==> src/rtl/link_retimer_pkg.sv <==
`default_nettype none
// +----------------------------------------------------------------------------+
// | pkg_en : token types, FIFO entry layout and framing states for link_retimer |
// | Revision: 1.0                                                               |
// +----------------------------------------------------------------------------+
package pkg_en;

  localparam int LINK_RT_WIDTH_DATA = 32;
  localparam int LINK_RT_SLACK      = 2;

  typedef struct packed {
    logic                          v;
    logic                          a;
    logic                          r;
    logic                          c;
    logic [LINK_RT_WIDTH_DATA-1:0] d;
  } FTk_c_t;

  typedef struct packed {
    logic n;
    logic t;
    logic v;
    logic c;
  } BTk_c_t;

  typedef struct packed {
    logic                          a;
    logic                          r;
    logic                          c;
    logic [LINK_RT_WIDTH_DATA-1:0] d;
  } link_ent_t;

  typedef enum logic [1:0] {
    ST_IDLE   = 2'd0,
    ST_STREAM = 2'd1,
    ST_FLUSH  = 2'd2
  } link_state_t;

endpackage : pkg_en
`default_nettype wire

==> src/rtl/link_retimer_fifo_ch.sv <==
`default_nettype none
// +----------------------------------------------------------------------------+
// | link_fifo_ch : one-channel token FIFO with registered nack and framing FSM  |
// | Revision: 1.0                                                               |
// +----------------------------------------------------------------------------+
module link_fifo_ch
  import pkg_en::*;
#(
  parameter int WIDTH_DATA = LINK_RT_WIDTH_DATA,
  parameter int DEPTH_FIFO = 4,
  parameter int SLACK      = LINK_RT_SLACK
) (
  input  logic                  clock,
  input  logic                  reset,
  input  logic                  i_v,
  input  logic                  i_a,
  input  logic                  i_r,
  input  logic                  i_c,
  input  logic [WIDTH_DATA-1:0] i_d,
  input  logic                  i_nack,
  output logic                  o_v,
  output logic [WIDTH_DATA+2:0] o_ent,
  output logic                  o_nack,
  output logic                  o_busy,
  output logic                  o_err
);

  localparam int c_addr_w = $clog2(DEPTH_FIFO);
  localparam int c_cnt_w  = c_addr_w + 1;
  localparam logic [c_cnt_w-1:0] c_depth  = c_cnt_w'(DEPTH_FIFO);
  localparam logic [c_cnt_w-1:0] c_thresh = c_cnt_w'(DEPTH_FIFO - SLACK);

  logic [WIDTH_DATA+2:0] r_mem [DEPTH_FIFO];
  logic [c_addr_w-1:0]   r_wr_ptr;
  logic [c_addr_w-1:0]   r_rd_ptr;
  logic [c_cnt_w-1:0]    r_count;
  logic [c_cnt_w-1:0]    r_rel_cnt;
  logic                  r_nack;
  logic                  r_err;
  logic                  r_open;
  link_state_t           r_state;

  logic [WIDTH_DATA+2:0] w_head;
  logic                  w_full;
  logic                  w_pop;
  logic                  w_wr;
  logic                  w_ovf;
  logic                  w_rel_push;
  logic                  w_rel_pop;
  logic                  w_open_next;
  logic [c_cnt_w-1:0]    w_count_next;
  logic [c_cnt_w-1:0]    w_rel_next;

  assign w_head = r_mem[r_rd_ptr];
  assign o_v    = (r_count != '0);
  assign w_full = (r_count == c_depth);
  assign w_pop  = o_v && !i_nack;
  // A full FIFO still accepts a push when the head leaves in the same cycle.
  assign w_wr   = i_v && (!w_full || w_pop);
  assign w_ovf  = i_v && w_full && !w_pop;

  assign w_count_next = r_count + c_cnt_w'(w_wr) - c_cnt_w'(w_pop);

  // Releases queued but not yet delivered; lets several streams sit in the FIFO.
  assign w_rel_push  = w_wr && i_r && (i_a || (r_state != ST_IDLE));
  assign w_rel_pop   = w_pop && w_head[WIDTH_DATA+1] && (r_rel_cnt != '0);
  assign w_rel_next  = r_rel_cnt + c_cnt_w'(w_rel_push) - c_cnt_w'(w_rel_pop);
  assign w_open_next = (w_wr && i_r) ? 1'b0 : ((w_wr && i_a) ? 1'b1 : r_open);

  always_ff @(posedge clock) begin
    if (w_wr) begin
      r_mem[r_wr_ptr] <= {i_a, i_r, i_c, i_d};
    end
  end

  always_ff @(posedge clock or negedge reset) begin
    if (!reset) begin
      r_wr_ptr  <= '0;
      r_rd_ptr  <= '0;
      r_count   <= '0;
      r_rel_cnt <= '0;
      r_nack    <= 1'b0;
      r_err     <= 1'b0;
      r_open    <= 1'b0;
      r_state   <= ST_IDLE;
    end else begin
      if (w_wr) begin
        r_wr_ptr <= r_wr_ptr + c_addr_w'(1);
      end
      if (w_pop) begin
        r_rd_ptr <= r_rd_ptr + c_addr_w'(1);
      end
      if (w_ovf) begin
        r_err <= 1'b1;
      end
      r_count   <= w_count_next;
      r_rel_cnt <= w_rel_next;
      r_nack    <= (w_count_next >= c_thresh);
      r_open    <= w_open_next;
      case (r_state)
        ST_IDLE: begin
          if (w_wr && i_a) begin
            r_state <= i_r ? ST_FLUSH : ST_STREAM;
          end
        end
        ST_STREAM: begin
          if (w_wr && i_r) begin
            r_state <= ST_FLUSH;
          end
        end
        ST_FLUSH: begin
          if (w_rel_next == '0) begin
            r_state <= w_open_next ? ST_STREAM : ST_IDLE;
          end
        end
        default: r_state <= ST_IDLE;
      endcase
    end
  end

  assign o_ent  = w_head;
  assign o_nack = r_nack;
  assign o_busy = (r_state != ST_IDLE);
  assign o_err  = r_err;

endmodule : link_fifo_ch
`default_nettype wire

==> src/rtl/link_retimer.sv <==
`default_nettype none
// +----------------------------------------------------------------------------+
// | link_retimer : registered, buffered hop on an inter-PE link                 |
// | Revision: 1.0                                                               |
// +----------------------------------------------------------------------------+
module link_retimer
  import pkg_en::*;
#(
  parameter int WIDTH_DATA  = LINK_RT_WIDTH_DATA,
  parameter int NUM_CHANNEL = 1,
  parameter int DEPTH_FIFO  = 4,
  parameter int SLACK       = LINK_RT_SLACK
) (
  input  logic                              clock,
  input  logic                              reset,
  input  FTk_c_t     [NUM_CHANNEL-1:0]      I_FTk,
  output BTk_c_t     [NUM_CHANNEL-1:0]      O_BTk,
  output FTk_c_t     [NUM_CHANNEL-1:0]      O_FTk,
  input  BTk_c_t     [NUM_CHANNEL-1:0]      I_BTk,
  input  logic       [1:0]                  I_InC,
  output logic       [1:0]                  O_InC,
  output logic       [NUM_CHANNEL-1:0]      O_Busy,
  output logic       [NUM_CHANNEL-1:0]      O_Err
);

  logic [1:0] r_inc;

  always_ff @(posedge clock or negedge reset) begin
    if (!reset) begin
      r_inc <= 2'b00;
    end else begin
      r_inc <= I_InC;
    end
  end

  assign O_InC = r_inc;

  for (genvar g = 0; g < NUM_CHANNEL; g++) begin : g_ch
    logic      w_v;
    logic      w_nack;
    link_ent_t w_head;
    logic [2:0] r_btk;

    link_fifo_ch #(
      .WIDTH_DATA (WIDTH_DATA),
      .DEPTH_FIFO (DEPTH_FIFO),
      .SLACK      (SLACK)
    ) u_fifo (
      .clock  (clock),
      .reset  (reset),
      .i_v    (I_FTk[g].v),
      .i_a    (I_FTk[g].a),
      .i_r    (I_FTk[g].r),
      .i_c    (I_FTk[g].c),
      .i_d    (I_FTk[g].d),
      .i_nack (I_BTk[g].n),
      .o_v    (w_v),
      .o_ent  (w_head),
      .o_nack (w_nack),
      .o_busy (O_Busy[g]),
      .o_err  (O_Err[g])
    );

    always_ff @(posedge clock or negedge reset) begin
      if (!reset) begin
        r_btk <= 3'b000;
      end else begin
        r_btk <= {I_BTk[g].t, I_BTk[g].v, I_BTk[g].c};
      end
    end

    // Entry layout is the forward token minus its valid bit.
    assign O_FTk[g] = {w_v, w_head};
    assign O_BTk[g] = {w_nack, r_btk};
  end

endmodule : link_retimer
`default_nettype wire

==> config.mk <==
export PLATFORM = sky130hd
export DESIGN_NAME = link_retimer
export DESIGN_NICKNAME = d
export VERILOG_FILES = /design/src/rtl/link_retimer_pkg.sv /design/src/rtl/link_retimer_fifo_ch.sv /design/src/rtl/link_retimer.sv
export SDC_FILE = /design/constraint.sdc
export NUM_CORES = 1
export LEC_CHECK = 0
export BUFFER_PORTS_ARGS = -buffer_cell sky130_fd_sc_hd__buf_2
export CAP_MARGIN = 5
export CORE_MARGIN = 2
export CORE_UTILIZATION = 26
export CTS_BUF_LIST = sky130_fd_sc_hd__clkbuf_4
export DETAILED_ROUTE_END_ITERATION = 12
export SETUP_SLACK_MARGIN = 0.3
export SYNTH_ARGS = -nofsm -noshare
export SYNTH_HDL_FRONTEND = slang
export SYNTH_HIERARCHICAL = 1
export SYNTH_SLANG_ARGS = --single-unit
export TNS_END_PERCENT = 20
==> constraint.sdc <==
create_clock -name clock -period 3.6 [get_ports clock]
set_input_delay 0.72 -clock clock [delete_from_list [all_inputs] [get_ports clock]]
set_output_delay 0.72 -clock clock [all_outputs]
set_load 0.005 [all_outputs]
==> impl_metrics.json <==
{
  "crit_chain": "buf_4, mux4_2, buf_2",
  "finalHoldViolCount": 0,
  "finalHoldWorstSlack_ns": 0.108,
  "clock-sinks": 160,
  "fmax_ghz": 0.329,
  "cts.path.max_buffers": 2,
  "grt_max_degree": 37,
  "dp_hpwl_um": 7050,
  "clock_latency_ns": 0.53,
  "worstPathRequired_ns": 2.88,
  "slew_viol_final": 0,
  "syn_avg_cell_area_um2": 23.2,
  "root_buffer": "clkbuf_4",
  "cts_resized": 0,
  "async_reset_ff_share_pct": 12.5,
  "vias": 2859,
  "cts_buffers": 17,
  "relSlewSlack_pct": 30.3,
  "fin_nets": 413,
  "fin_skew_ns": 0.0201,
  "synth_nets": 313,
  "endpoint_kind": "output port",
  "area_growth_pct": 17.0,
  "seq_area_frac_synth_pct": 78.1,
  "netlist_area_mm2": 0.00602,
  "tritoncts": "yes",
  "postCtsSetupRepairBufs": 0,
  "crit_fanout": 36,
  "dieArea_mm2": 0.0244,
  "hold_path_class": "primary input to asynchronous set/reset pin",
  "num_rows": 55,
  "antennaDiodeCount": 0,
  "core_area_mm2": 0.0227,
  "viasPerCell": 4.36,
  "gp_congestion": 0.779,
  "fin_util_pct": 31.0,
  "clk_transition_reported_paths_ns": 0.14,
  "io_pins": 88,
  "rsz0062_at_grt": "false",
  "wirelength_um": 11400,
  "grt_pass1_vias": 3162,
  "ys.warnings.count": 6,
  "grt.overflow.total": 0,
  "drt-pass1-iter-count": 4,
  "p_leak_nw": 2.47,
  "synth_ff_type": "edfxtp_1",
  "grt_antenna_before_repair": 0,
  "power.density_mw_per_mm2": 751,
  "slowest_stage": "mux4_2",
  "dr.first_iter.drc_count": 134,
  "die_height_um": 156,
  "synth_edf_count": 140,
  "drive_above_1_share_pct": 45.3,
  "dpl_cell_area_mm2": 0.00677,
  "slowest_delay_ns": 0.62,
  "routedWlPerCell_um": 17.3,
  "ant_nets": 0,
  "setup_viol_count_final": 0,
  "criticalPathCategory": "flop to output port",
  "grtUsageTotal_pct": 9.92,
  "cp.depth": 3,
  "timing.setup.tns_ns": 0,
  "synthCells": 259,
  "start_kind": "flop",
  "drc_errors": 0,
  "ir_drop_mv": 0.502,
  "max_cap_violations": 0,
  "path_buf_inv": 2,
  "worst_pin_slew_ns": 1.05,
  "htreeDepth": 4,
  "ys_ff_latch": 160,
  "period_needed_ns": 3.04,
  "worstRegToRegCells": 11,
  "cts_hold_buf": 0,
  "ys_types": 32,
  "die_w_um": 156,
  "worst_r2r_endpoint": "g_ch[0].u_fifo/r_state[0]$_DFFE_PN0P_",
  "r2r_start": "g_ch[0].u_fifo/r_count[0]$_DFF_PN0_",
  "period_share_pct": 84.4,
  "grt_pass1_wl_um": 17800,
  "cp.arrival_ns": 2.32,
  "start_util_pct": 26.5,
  "fin_area_mm2": 0.00704,
  "portBuffers": 87,
  "crit_family": "buffers and inverters",
  "r2r_slack_ns": 0.87,
  "outcome": "complete, no violations"
}
==> placed cells by master (no fill, tap or decap), drive strengths merged, types with 2 or more instances in the layout <==
cell / count
a21oi: 2
and3: 4
buf: 91
bufinv: 2
clkbuf: 18
clkinv: 6
clkinvlp: 2
dfrtp: 20
edfxtp: 140
fa: 2
ha: 8
inv: 14
mux4: 35
nand2: 2
o21ai: 2
or2: 2
xnor2: 3
xor2: 2
==> stage by stage <==
step | total power (W) | setup WS [ns] | instances
floorplan | 0.00374 | 0.883 | 259
global placement | 0.00431 | 0.622 | 625
detailed placement | 0.00436 | 0.504 | 625
CTS | 0.00543 | 0.401 | 656
global route | 0.00565 | 0.336 | 656
finish | 0.00529 | 0.563 | 656
==> layout make-up <==
type / instances / area [um2]
clock buffers: 18 / 135
clock inverters: 13 / 138
fillers: 2218 / 15700
inverters: 11 / 41.3
multi-input cells: 78 / 1200
flip-flops and latches: 160 / 4710
well taps: 285 / 357
repair buffers: 91 / 465
==> worst max path at each step <==
stage | from | end | slack (ns)
2_1_floorplan | I_BTk[3] | g_ch[0].u_fifo/r_state[0]$_DFFE_PN0P_ | 0.88
3_3_place_gp | I_BTk[3] | g_ch[0].u_fifo/r_state[0]$_DFFE_PN0P_ | 0.62
3_5_place_dp | I_BTk[3] | g_ch[0].u_fifo/r_state[0]$_DFFE_PN0P_ | 0.50
4_1_cts | g_ch[0].u_fifo/r_rd_ptr[0]$_DFFE_PN0N_ | O_FTk[0] | 0.40
5_1_grt | g_ch[0].u_fifo/r_rd_ptr[0]$_DFFE_PN0N_ | O_FTk[0] | 0.34
6_report | g_ch[0].u_fifo/r_rd_ptr[0]$_DFFE_PN0N_ | O_FTk[0] | 0.56
==> flip-flops by register name, summed over array words and instances, names as in the netlist <==
name	flops
g_ch.u_fifo/r_state	2
g_ch.r_btk	3
g_ch.u_fifo/o_nack	1
g_ch.u_fifo/r_wr_ptr	2
g_ch.u_fifo/r_count	3
g_ch.u_fifo/o_err	1
O_InC	2
g_ch.u_fifo/r_open	1
g_ch.u_fifo/r_rd_ptr	2
g_ch.u_fifo/r_rel_cnt	3
g_ch.u_fifo/r_mem	140
==> cells in the mapped netlist (3+ instances only) <==
cell	n	area (um2)
mux4_2	35	788
edfxtp_1	140	4200
and3_1	4	25.0
dfrtp_1	20	500
inv_1	11	41.3
buf_6	4	45.0
ha_1	8	100
xnor2_1	3	26.3
buf_2	4	20.0
==> power breakdown <==
group	internal (W)	total, W	switching, W
logic	0.000812	0.00168	0.000870
registers	0.00245	0.00257	0.000125
clock network	0.000418	0.00104	0.000617
total	0.00368	0.00529	0.00161
==> routing by layer <==
metal  vias up  wire, um  track usage (%)
met5         -         0                0
met4         0       151             3.67
met3        11       562             3.22
met2        85      5770             16.8
met1      1499      4890             11.8
li1       1264         -                -
==> logic make-up (layout without fill, tap and decap cells) <==
logic type	count (synthesis)	in the layout	synth area share, %
xor+xnor	6	6	1.14
simple gates	15	15	1.60
flops	160	160	78.1
buf+inv	21	133	2.02
compound gates	12	12	1.68
fa+ha+maj	10	10	2.33
mux	35	35	13.1
No activity file was read; power rests on OpenSTA's default activity.
